[config.mk]
export PLATFORM = sky130hd
export DESIGN_NAME = ntt_stage_scheduler
export DESIGN_NICKNAME = d
export VERILOG_FILES = /design/src/rtl/ntt_stage_scheduler.sv
export SDC_FILE = /design/constraint.sdc
export NUM_CORES = 1
export LEC_CHECK = 0
export CAP_MARGIN = 20
export CELL_PAD_IN_SITES_DETAIL_PLACEMENT = 1
export CELL_PAD_IN_SITES_GLOBAL_PLACEMENT = 2
export CORE_MARGIN = 4
export CORE_UTILIZATION = 35
export DETAILED_ROUTE_END_ITERATION = 8
export PLACE_DENSITY = 0.82
export SLEW_MARGIN = 20
export SYNTH_ARGS = -nofsm -noshare
export SYNTH_HDL_FRONTEND = slang
export SYNTH_SLANG_ARGS = --single-unit
[constraint.sdc]
create_clock -name clk -period 3.1 [get_ports clk]
set_clock_uncertainty 0.2 [all_clocks]
set_input_delay 0.31 -clock clk [delete_from_list [all_inputs] [get_ports clk]]
set_output_delay 0.31 -clock clk [all_outputs]
set_load 0.01 [all_outputs]
[src/rtl/ntt_stage_scheduler.sv]
// Issue sequencer for a three-stage NTT: walks (p,k) through stages p=2,1,0
// with configurable bubble cycles between stages and a drain tail before done.
module ntt_stage_scheduler #(
    parameter int STAGE_GAP    = 2,
    parameter int DRAIN_CYCLES = 3
) (
    input  logic       clk,
    input  logic       rst,
    input  logic       start,
    input  logic       hold,
    output logic [4:0] k,
    output logic [3:0] p,
    output logic       valid,
    output logic       stage_last,
    output logic       busy,
    output logic       done
);

    typedef enum logic [2:0] {
        IDLE  = 3'd0,
        RUN   = 3'd1,
        GAP   = 3'd2,
        DRAIN = 3'd3,
        DONE  = 3'd4
    } state_t;

    localparam logic [3:0] GAP_END   = 4'(STAGE_GAP - 1);
    localparam logic [3:0] DRAIN_END = 4'(DRAIN_CYCLES - 1);
    localparam bit         HAS_GAP   = (STAGE_GAP > 0);
    localparam bit         HAS_DRAIN = (DRAIN_CYCLES > 0);

    state_t     state_r, state_s;
    logic [4:0] k_r, k_s;
    logic [3:0] p_r, p_s;
    logic [3:0] gap_cnt_r, gap_cnt_s;
    logic [3:0] drain_cnt_r, drain_cnt_s;
    logic       busy_r, done_r;
    logic       valid_s, last_s;

    // Stage p issues 2^(5-2p) butterflies: p=2 -> 2, p=1 -> 8, p=0 -> 32.
    function automatic logic [4:0] stage_max(input logic [3:0] stage);
        logic [4:0] m;
        case (stage)
            4'd2:    m = 5'd1;
            4'd1:    m = 5'd7;
            default: m = 5'd31;
        endcase
        return m;
    endfunction

    assign valid_s = (state_r == RUN) & ~hold;
    assign last_s  = valid_s & (k_r == stage_max(p_r));

    // Next-state, index and counter logic.
    always_comb begin
        state_s     = state_r;
        k_s         = k_r;
        p_s         = p_r;
        gap_cnt_s   = gap_cnt_r;
        drain_cnt_s = drain_cnt_r;
        case (state_r)
            IDLE: begin
                if (start) begin
                    state_s = RUN;
                    k_s     = 5'd0;
                    p_s     = 4'd2;
                end else begin
                    state_s = IDLE;
                end
            end
            RUN: begin
                if (!valid_s) begin
                    state_s = RUN;
                end else if (last_s && (p_r != 4'd0)) begin
                    p_s       = p_r - 4'd1;
                    k_s       = 5'd0;
                    gap_cnt_s = 4'd0;
                    state_s   = HAS_GAP ? GAP : RUN;
                end else if (last_s) begin
                    p_s         = 4'd0;
                    k_s         = 5'd0;
                    drain_cnt_s = 4'd0;
                    state_s     = HAS_DRAIN ? DRAIN : DONE;
                end else begin
                    k_s = k_r + 5'd1;
                end
            end
            GAP: begin
                if (gap_cnt_r == GAP_END) begin
                    state_s = RUN;
                end else begin
                    gap_cnt_s = gap_cnt_r + 4'd1;
                end
            end
            DRAIN: begin
                if (drain_cnt_r == DRAIN_END) begin
                    state_s = DONE;
                end else begin
                    drain_cnt_s = drain_cnt_r + 4'd1;
                end
            end
            DONE:    state_s = IDLE;
            default: state_s = IDLE;
        endcase
    end

    // State, index and status registers; busy/done follow the next state.
    always_ff @(posedge clk) begin
        if (!rst) begin
            state_r     <= IDLE;
            k_r         <= 5'd0;
            p_r         <= 4'd0;
            gap_cnt_r   <= 4'd0;
            drain_cnt_r <= 4'd0;
            busy_r      <= 1'b0;
            done_r      <= 1'b0;
        end else begin
            state_r     <= state_s;
            k_r         <= k_s;
            p_r         <= p_s;
            gap_cnt_r   <= gap_cnt_s;
            drain_cnt_r <= drain_cnt_s;
            busy_r      <= (state_s != IDLE);
            done_r      <= (state_s == DONE);
        end
    end

    assign k          = k_r;
    assign p          = p_r;
    assign valid      = valid_s;
    assign stage_last = last_s;
    assign busy       = busy_r;
    assign done       = done_r;

endmodule

==> reports/qor.yml, run 1 <==
drive_above_1_share: 0.0915
ir_worst_vdd_mv: 0.165
syn_avg_cell_area_um2: 8.66
grt_pass1_vias: 1172
chipWidth_um: 67.7
final_cells: 210
hold_path_depth: 2
power_uw: 525
fin_crit_sh: 0.910
firstDrtPassIters: 4
core_region_area_um2: 3390
tightest_slew_ns: 0.512
cp.arrival_ns: 2.31
synth_commonest_cells: "dfxtp_1, nor2_1, nand2_1, ha_1, inv_1"
gp_congestion: 0.786
path_cells: "inv_1 -> ha_1 -> a21bo_2 -> nand3_2 -> a211o_1 -> inv_2 -> clkdlybuf4s50_1"
p_comb_frac: 0.130
diodes: 0
final.setup.worst_slack_ns: 0.280
synth_area_um2: 1250
hold_violations: 0
fp-row-count: 21
area_delta_synth_final_pct: 20.9
h-tree-depth: 1
nets: 178
yosysTopAreaCell: "dfxtp_1"
hp-class: "flip-flop to flip-flop"
drt_iter0_drc: 37
cts_buffer_depth: 2
switching_share: 0.256
clkTransAtPathRegs_ns: 0.13
wl_per_cell_um: 15.1
yosys.area.top_type_share: 0.353
rsz0062_at_grt: "false"
initial_utilization: 0.368
clk_latency_ns: 0.31
dieArea_um2: 4580
critPathMaxStageDelay_ns: 0.55
status: "complete, no violations"
worstSetupPathType: "flip-flop to output pin"
cp_max_fo: 5
grt_max_degree: 14
maxCapViolations: 0
tns_ns: 0
start_kind: "flip-flop"
cts_root_buf: "clkbuf_4"
antenna_left: 0
ys_ff_latch: 22
ctsHoldBuffers: 0
finish.instance_area_um2: 1510
relSlewSlack: 0.656
reg2regPathDepth: 7
max_freq_mhz: 355
antenna_found_initial: 0
grt_remaining_overflow: 0
power.leakage_nw: 0.591
clkPwrFrac: 0.308
ys_types: 44
endpoint_kind: "output pin"
die_h_um: 67.7
synth_edf_count: 0
cts_tree: "built"
power_density_nw_per_um2: 348
intPower_uw: 391
synth-async-reset-ratio: 0
yosysWarningCount: 0
drc: 0
seq_power_share: 0.562
track_usage: 0.159
cts_buffers: 3
place_ws_ns: 0.431
drt-total-wl_mm: 3.16
setup-violations-final: 0
yosys-top-cells-area: "dfxtp_1, ha_1, nor2_1, nand2_1, mux2i_1"
p_switching_uw: 134
grt_pass1_wl_mm: 5.55
ctsResizeCount: 0
vias: 1124
post-route-min-period_ns: 2.82
cts_sinks: 22
yosysMostFrequentCell: "dfxtp_1"
ys_seq_area_frac: 0.353
synth_fp_nets: 157
placed_cells: 206
portBuffers: 16
slowest_stage: "clkdlybuf4s50_1"
maxSlewViolCount: 0
ios: 17
post-cts-setup-buffers: 0
syn_inst: 144
place_area_um2: 1470
place_hpwl_mm: 2.48
cp.required_ns: 2.59
routed_via_density: 5.35
synth_flop_cell: "dfxtp_1"
[power by group through the flow]
stage	sequential (mW)	combinational, mW	clock, mW
floorplan	0.301	0.0391	0
global placement	0.301	0.0681	0
detailed placement	0.302	0.0696	0
CTS	0.295	0.0701	0.168
global route	0.296	0.0767	0.180
finish	0.295	0.0682	0.162
[stage by stage]
stage               hold WS, ns  utilization
floorplan                 0.268            -
global placement          0.286        0.434
detailed placement        0.300        0.434
CTS                       0.328        0.445
global route              0.370        0.445
finish                    0.322        0.445
[path summary, 6_finish.rpt]
kind	startpoint	to	slack (ns)
max	p[1]$_SDFFE_PN0P_	stage_last	0.28
min reg2reg	gap_cnt_r[3]$_SDFFE_PN0P_	gap_cnt_r[3]$_SDFFE_PN0P_	0.32
max reg2reg	p[1]$_SDFFE_PN0P_	gap_cnt_r[0]$_SDFFE_PN0P_	0.84
min	gap_cnt_r[3]$_SDFFE_PN0P_	gap_cnt_r[3]$_SDFFE_PN0P_	0.32
[cell families after synthesis]
kind of cell | count (synthesis) | share of synthesized area
AND/OR/NAND/NOR | 65 | 0.293
AO/OA/AOI/OAI | 30 | 0.175
flip-flops | 22 | 0.353
buffers and inverters | 12 | 0.0431
adder cells (fa/ha/maj) | 9 | 0.0903
multiplexers | 4 | 0.0321
XOR/XNOR | 2 | 0.0140
[cell type report]
cell class	count	area [um^2]
Timing Repair Buffer	20	190
Multi-Input combinational cell	110	753
Sequential cell	22	440
Fill cell	413	1880
Tap cell	46	57.6
Inverter	8	30.0
Clock buffer	4	36.3
[state kept, by name (all words and copies together), names as in the netlist]
register,flops
p,4
drain_cnt_r,4
state_r,3
done,1
gap_cnt_r,4
busy,1
k,5
[metal layers]
layer  track usage  vias up  part of all wire
met3        0.0399        2             0.026
li1              -      568                 -
met1         0.199      542              0.49
met5             0        -                 0
met2         0.272       12              0.48
met4        0.0329        0            0.0047
[critical path, delay by kind of cell (launching register included)]
kind / cells / cell delay (ns)
flops: 1 / 0.42
buf+inv: 3 / 0.77
simple gates: 1 / 0.08
fa+ha+maj: 1 / 0.21
compound gates: 2 / 0.51
[cell usage in the layout (no fill, tap or decap), types with 3 or more instances in the layout]
cell,netlist,routed
a31oi_1,4,4
nand2_1,12,12
nor2_1,16,16
nand4_1,4,4
o211ai_1,4,4
and3_1,5,5
mux2i_1,4,4
nor3b_1,3,3
clkdlybuf4s50_1,0,16
clkbuf_4,0,3
nand3_1,6,6
dfxtp_1,22,22
inv_1,7,7
buf_4,0,4
ha_1,9,9
a21oi_1,6,6
nor3_1,3,3
No activity file was read; power rests on OpenSTA's default activity.
==> run 2: changes to the inputs <==
--- a/config.mk
+++ b/config.mk
@@ -11,7 +11,8 @@
 export CORE_MARGIN = 4
 export CORE_UTILIZATION = 35
 export DETAILED_ROUTE_END_ITERATION = 8
-export PLACE_DENSITY = 0.82
+export PLACE_DENSITY = 0.89
+export SKIP_LAST_GASP = 1
 export SLEW_MARGIN = 20
 export SYNTH_ARGS = -nofsm -noshare
 export SYNTH_HDL_FRONTEND = slang
==> reports/qor.yml, run 2 (synthesized netlist as in run 1, its figures left out) <==
status: "complete, no violations"
nets: 178  # unchanged
gp_congestion: 0.800  # +1.8%
drt_iter0_drc: 47  # +27%
grt_max_degree: 14  # unchanged
cp_max_fo: 6  # +1
cts_sinks: 22  # unchanged
min-delay-start: "drain_cnt_r[1]$_SDFFE_PN0P_"
power.leakage_nw: 0.598  # +1.2%
start_kind: "flip-flop"
place_hpwl_mm: 2.60  # +5.1%
setup-violations-final: 0  # unchanged
power_uw: 589  # +12%
grt_remaining_overflow: 0  # unchanged
worstSetupPathType: "flip-flop to output pin"
hold_violations: 0  # unchanged
core_region_area_um2: 3390  # unchanged
cts_buffers: 3  # unchanged
post-route-min-period_ns: 2.89  # +0.0674 ns
clk_latency_ns: 0.31  # about the same
reg2reg_setup_slack_ns: 0.78  # -0.06 ns
cp.arrival_ns: 2.38  # +0.07 ns
clkTransAtPathRegs_ns: 0.13  # about the same
p_comb_frac: 0.118  # -0.012
fp-row-count: 21  # unchanged
final.setup.worst_slack_ns: 0.213  # -0.0674 ns
h-tree-depth: 1  # unchanged
chipWidth_um: 67.7  # unchanged
cts_tree: "built"
post-cts-setup-buffers: 0  # unchanged
maxSlewViolCount: 0  # unchanged
reg2reg_from: "p[0]$_SDFFE_PN0P_"
die_h_um: 67.7  # unchanged
switching_share: 0.236  # -0.0194
fin_crit_sh: 0.931  # +0.0217
final_core_util: 0.450  # +0.00480
ios: 17  # unchanged
hp-class: "flip-flop to flip-flop"
maxCapViolations: 0  # unchanged
drive_above_1_share: 0.0915  # unchanged
portBuffers: 16  # unchanged
place_ws_ns: 0.449  # +0.0180 ns
antenna_found_initial: 0  # unchanged
drt-total-wl_mm: 3.37  # +6.7%
hold_path_depth: 2  # unchanged
worstHoldEndpoint: "drain_cnt_r[1]$_SDFFE_PN0P_"
finish.instance_area_um2: 1520  # +1.1%
ctsHoldBuffers: 0  # unchanged
intPower_uw: 450  # +15%
r2r-end: "gap_cnt_r[0]$_SDFFE_PN0P_"
dieArea_um2: 4580  # unchanged
clkPwrFrac: 0.381  # +0.073
area_delta_synth_final_pct: 22.2
fillers: 409  # -0.97%
final_common_cell: "dfxtp_1"
rsz0062_at_grt: "false"
drc: 0  # unchanged
layout_common_cells: "dfxtp_1, nor2_1, clkdlybuf4s50_1"
diodes: 0  # unchanged
cp.required_ns: 2.59  # about the same
firstDrtPassIters: 3  # -1
power_density_nw_per_um2: 387  # +11%
critPathMaxStageDelay_ns: 0.55  # about the same
reg2regPathDepth: 7  # unchanged
grt_pass1_vias: 1203  # +2.6%
tightest_slew_ns: 0.505  # -0.00772 ns
cts_root_buf: "clkbuf_4"
ctsResizeCount: 0  # unchanged
routed_via_density: 5.46  # +2.0%
max_freq_mhz: 346  # -2.3%
wl_per_cell_um: 16.1  # +6.7%
ir_worst_vdd_mv: 0.158  # -4.0%
relSlewSlack: 0.661  # +0.00518
largest_reg_flops: 5  # unchanged
multi_input_area_um2: 753  # unchanged
p_switching_uw: 139  # +3.7%
slowest_stage: "clkdlybuf4s50_1"
vias: 1146  # +2.0%
initial_utilization: 0.368  # unchanged
antenna_left: 0  # unchanged
seq_power_share: 0.500  # -0.062
grt_pass1_wl_mm: 5.66  # +2.0%
track_usage: 0.165  # +0.00656
place_area_um2: 1470  # unchanged
endpoint_kind: "output pin"
cts_buffer_depth: 2  # unchanged
register_area_um2: 440  # unchanged
tns_ns: 0  # unchanged
path_cells: "inv_1 -> ha_1 -> nor3b_1 -> o22ai_1 -> a211o_1 -> inv_2 -> clkdlybuf4s50_1"
-- run 2: layer usage --
| metal | wire, um | track usage | vias up |
|---|---|---|---|
| li1 | - | - | 564 |
| met1 | 1430 | 0.184 | 566 |
| met2 | 1830 | 0.318 | 12 |
| met3 | 74 | 0.0200 | 4 |
| met4 | 38 | 0.0532 | 0 |
| met5 | 0 | 0 | - |
-- run 2: layout make-up --
type,instances,share of cell area
Multi-Input combinational cell,110,0.494
Sequential cell,22,0.289
Timing Repair Buffer,20,0.125
Tap cell,46,0.0378
Clock inverter,1,0.0197
Inverter,8,0.0197
Clock buffer,3,0.0148
-- run 2: per-stage QoR --
stage / hold slack, ns / cells
2_1_floorplan: 0.268 / 144
3_3_place_gp: 0.292 / 206
3_5_place_dp: 0.297 / 206
4_1_cts: 0.322 / 210
5_1_grt: 0.372 / 210
6_report: 0.320 / 210
-- run 2: worst max path at each step --
stage | slack [ns] | startpoint | to
global route | 0.11 | p[0]$_SDFFE_PN0P_ | stage_last
global placement | 0.46 | hold | stage_last
finish | 0.21 | p[0]$_SDFFE_PN0P_ | stage_last
floorplan | 0.93 | state_r[1]$_SDFF_PN0_ | gap_cnt_r[0]$_SDFFE_PN0P_
CTS | 0.23 | p[0]$_SDFFE_PN0P_ | stage_last
detailed placement | 0.45 | hold | stage_last
-- run 2: critical path: cells and delay by family (launching register included) --
kind / cells / cell delay [ns]
buf+inv: 3 / 0.82
compound gates: 2 / 0.42
flops: 1 / 0.40
simple gates: 1 / 0.23
fa+ha+maj: 1 / 0.21
-- run 2: power by group through the flow --
stage                     clock network [mW]  logic (mW)  registers (mW)
after floorplan                            0      0.0391           0.301
after CTS                              0.230      0.0706           0.295
final                                  0.225      0.0698           0.295
after detailed placement                   0      0.0704           0.301
after global placement                     0      0.0674           0.301
after global routing                   0.245      0.0766           0.296
==> run 3: changes to the inputs <==
--- a/config.mk
+++ b/config.mk
@@ -8,7 +8,6 @@
 export CAP_MARGIN = 20
 export CELL_PAD_IN_SITES_DETAIL_PLACEMENT = 1
 export CELL_PAD_IN_SITES_GLOBAL_PLACEMENT = 2
-export CORE_MARGIN = 4
 export CORE_UTILIZATION = 35
 export DETAILED_ROUTE_END_ITERATION = 8
 export PLACE_DENSITY = 0.89
==> reports/qor.yml, run 3 (synthesized netlist as in run 1, its figures left out) <==
cp.required_ns: 2.59  # about the same
grt_max_degree: 14  # unchanged
hp-class: "flip-flop to flip-flop"
ctsResizeCount: 0  # unchanged
reg2reg_from: "p[0]$_SDFFE_PN0P_"
cts_sinks: 22  # unchanged
ios: 17  # unchanged
max_freq_mhz: 351  # +1.5%
grt_remaining_overflow: 0  # unchanged
grt_pass1_vias: 1093  # -9.1%
post-route-min-period_ns: 2.85  # -0.0413 ns
wl_per_cell_um: 15.1  # -5.9%
crit_family: "buffers and inverters"
power_density_nw_per_um2: 384  # -0.63%
critPathMaxStageDelay_ns: 0.54  # about the same
die_h_um: 61.7  # -8.9%
nets: 178  # unchanged
drt_iter0_drc: 32  # -32%
gp_congestion: 0.760  # -5.0%
antenna_found_initial: 0  # unchanged
cts_buffers: 3  # unchanged
cp_max_fo: 6  # unchanged
final.setup.worst_slack_ns: 0.254  # +0.0413 ns
status: "complete, no violations"
chipWidth_um: 61.7  # -8.9%
maxCapViolations: 0  # unchanged
critPathLaunch: "p[0]$_SDFFE_PN0P_"
clkTransAtPathRegs_ns: 0.12  # about the same
tightest_slew_ns: 0.553  # +0.0482 ns
multi_input_area_um2: 753  # unchanged
dieArea_um2: 3810  # -17%
hold_violations: 0  # unchanged
post-cts-setup-buffers: 0  # unchanged
drive_above_1_share: 0.0915  # unchanged
relSlewSlack: 0.629  # -0.0324
cp.arrival_ns: 2.34  # -0.04 ns
reg2reg_setup_slack_ns: 0.77  # about the same
slowest_stage: "clkdlybuf4s50_1"
drt-total-wl_mm: 3.18  # -5.9%
final_common_cell: "dfxtp_1"
h-tree-depth: 1  # unchanged
cts_buffer_depth: 2  # unchanged
place_ws_ns: 0.448  # -0.000386 ns
track_usage: 0.189  # +0.0234
clk_latency_ns: 0.31  # about the same
initial_utilization: 0.371  # +0.00288
rsz0062_at_grt: "false"
antenna_left: 0  # unchanged
path_cells: "inv_1 -> ha_1 -> nor2_1 -> o31ai_1 -> a211o_1 -> inv_2 -> clkdlybuf4s50_1"
portBuffers: 16  # unchanged
diodes: 0  # unchanged
layout_common_cells: "dfxtp_1, nor2_1, clkdlybuf4s50_1"
firstDrtPassIters: 4  # +1
start_kind: "flip-flop"
vias: 1138  # -0.70%
path_depth: 7  # unchanged
tns_ns: 0  # unchanged
register_area_um2: 440  # unchanged
power.leakage_nw: 0.598  # unchanged
ctsHoldBuffers: 0  # unchanged
cts_tree: "built"
reg2regPathDepth: 8  # +1
fillers: 429  # +4.9%
r2r-end: "p[1]$_SDFFE_PN0P_"
worstSetupPathType: "flip-flop to output pin"
routed_via_density: 5.42  # -0.70%
largest_reg_flops: 5  # unchanged
core_region_area_um2: 3360  # -0.78%
fp-row-count: 21  # unchanged
grt_pass1_wl_mm: 5.23  # -7.6%
cts_root_buf: "clkbuf_4"
place_hpwl_mm: 2.38  # -8.4%
power_uw: 586  # -0.63%
endpoint_kind: "output pin"
drc: 0  # unchanged
fin_crit_sh: 0.918  # -0.0133
crit_buf_inv: 3  # unchanged
worstSetupEndpoint: "stage_last"
maxSlewViolCount: 0  # unchanged
area_delta_synth_final_pct: 22.2  # unchanged
setup-violations-final: 0  # unchanged
ir_worst_vdd_mv: 0.284  # +79%
## run 3: cell counts in the layout (fill, tap and decap cells not counted)
No cell type changed its count.
## run 3: tightest hold or removal path, delay by kind of cell (launching register included)
family / cells / cell delay (ns)
flops: 1 / 0.36
mux: 1 / 0.05
simple gates: 1 / 0.06
## run 3: how the worst min path moves through the flow
stage	from	depth (start not counted)	endpoint
after floorplan	drain_cnt_r[1]$_SDFFE_PN0P_	2	drain_cnt_r[1]$_SDFFE_PN0P_
after global placement	drain_cnt_r[1]$_SDFFE_PN0P_	2	drain_cnt_r[1]$_SDFFE_PN0P_
after detailed placement	drain_cnt_r[1]$_SDFFE_PN0P_	2	drain_cnt_r[1]$_SDFFE_PN0P_
after CTS	drain_cnt_r[1]$_SDFFE_PN0P_	2	drain_cnt_r[1]$_SDFFE_PN0P_
after global routing	drain_cnt_r[1]$_SDFFE_PN0P_	2	drain_cnt_r[1]$_SDFFE_PN0P_
final	drain_cnt_r[1]$_SDFFE_PN0P_	2	drain_cnt_r[1]$_SDFFE_PN0P_
## run 3: final cells by class
class	count	share of cell area
multi-input cells	110	0.494
flip-flops and latches	22	0.289
repair buffers	20	0.125
well taps	46	0.0378
clock inverters	1	0.0197
inverters	8	0.0197
clock buffers	3	0.0148
## run 3: metal layers
| layer | part of all wire | global-route usage | vias to the layer above |
|---|---|---|---|
| li1 | - | - | 564 |
| met1 | 0.45 | 0.223 | 554 |
| met2 | 0.51 | 0.339 | 18 |
| met3 | 0.034 | 0.0455 | 2 |
| met4 | 0.0060 | 0.0540 | 0 |
| met5 | 0 | 0 | - |
## run 3: where the power goes
group	switching, mW	internal [mW]
sequential	0.00745	0.288
combinational	0.0380	0.0314
clock	0.0905	0.131
## run 3: metrics by stage
stage,cell area (um^2),std cells,utilization,hold slack [ns]
after floorplan,1250,144,-,0.268
after global placement,1470,206,0.438,0.292
after detailed placement,1470,206,0.438,0.298
after CTS,1520,210,0.453,0.317
after global routing,1520,210,0.453,0.342
final,1520,210,0.453,0.310
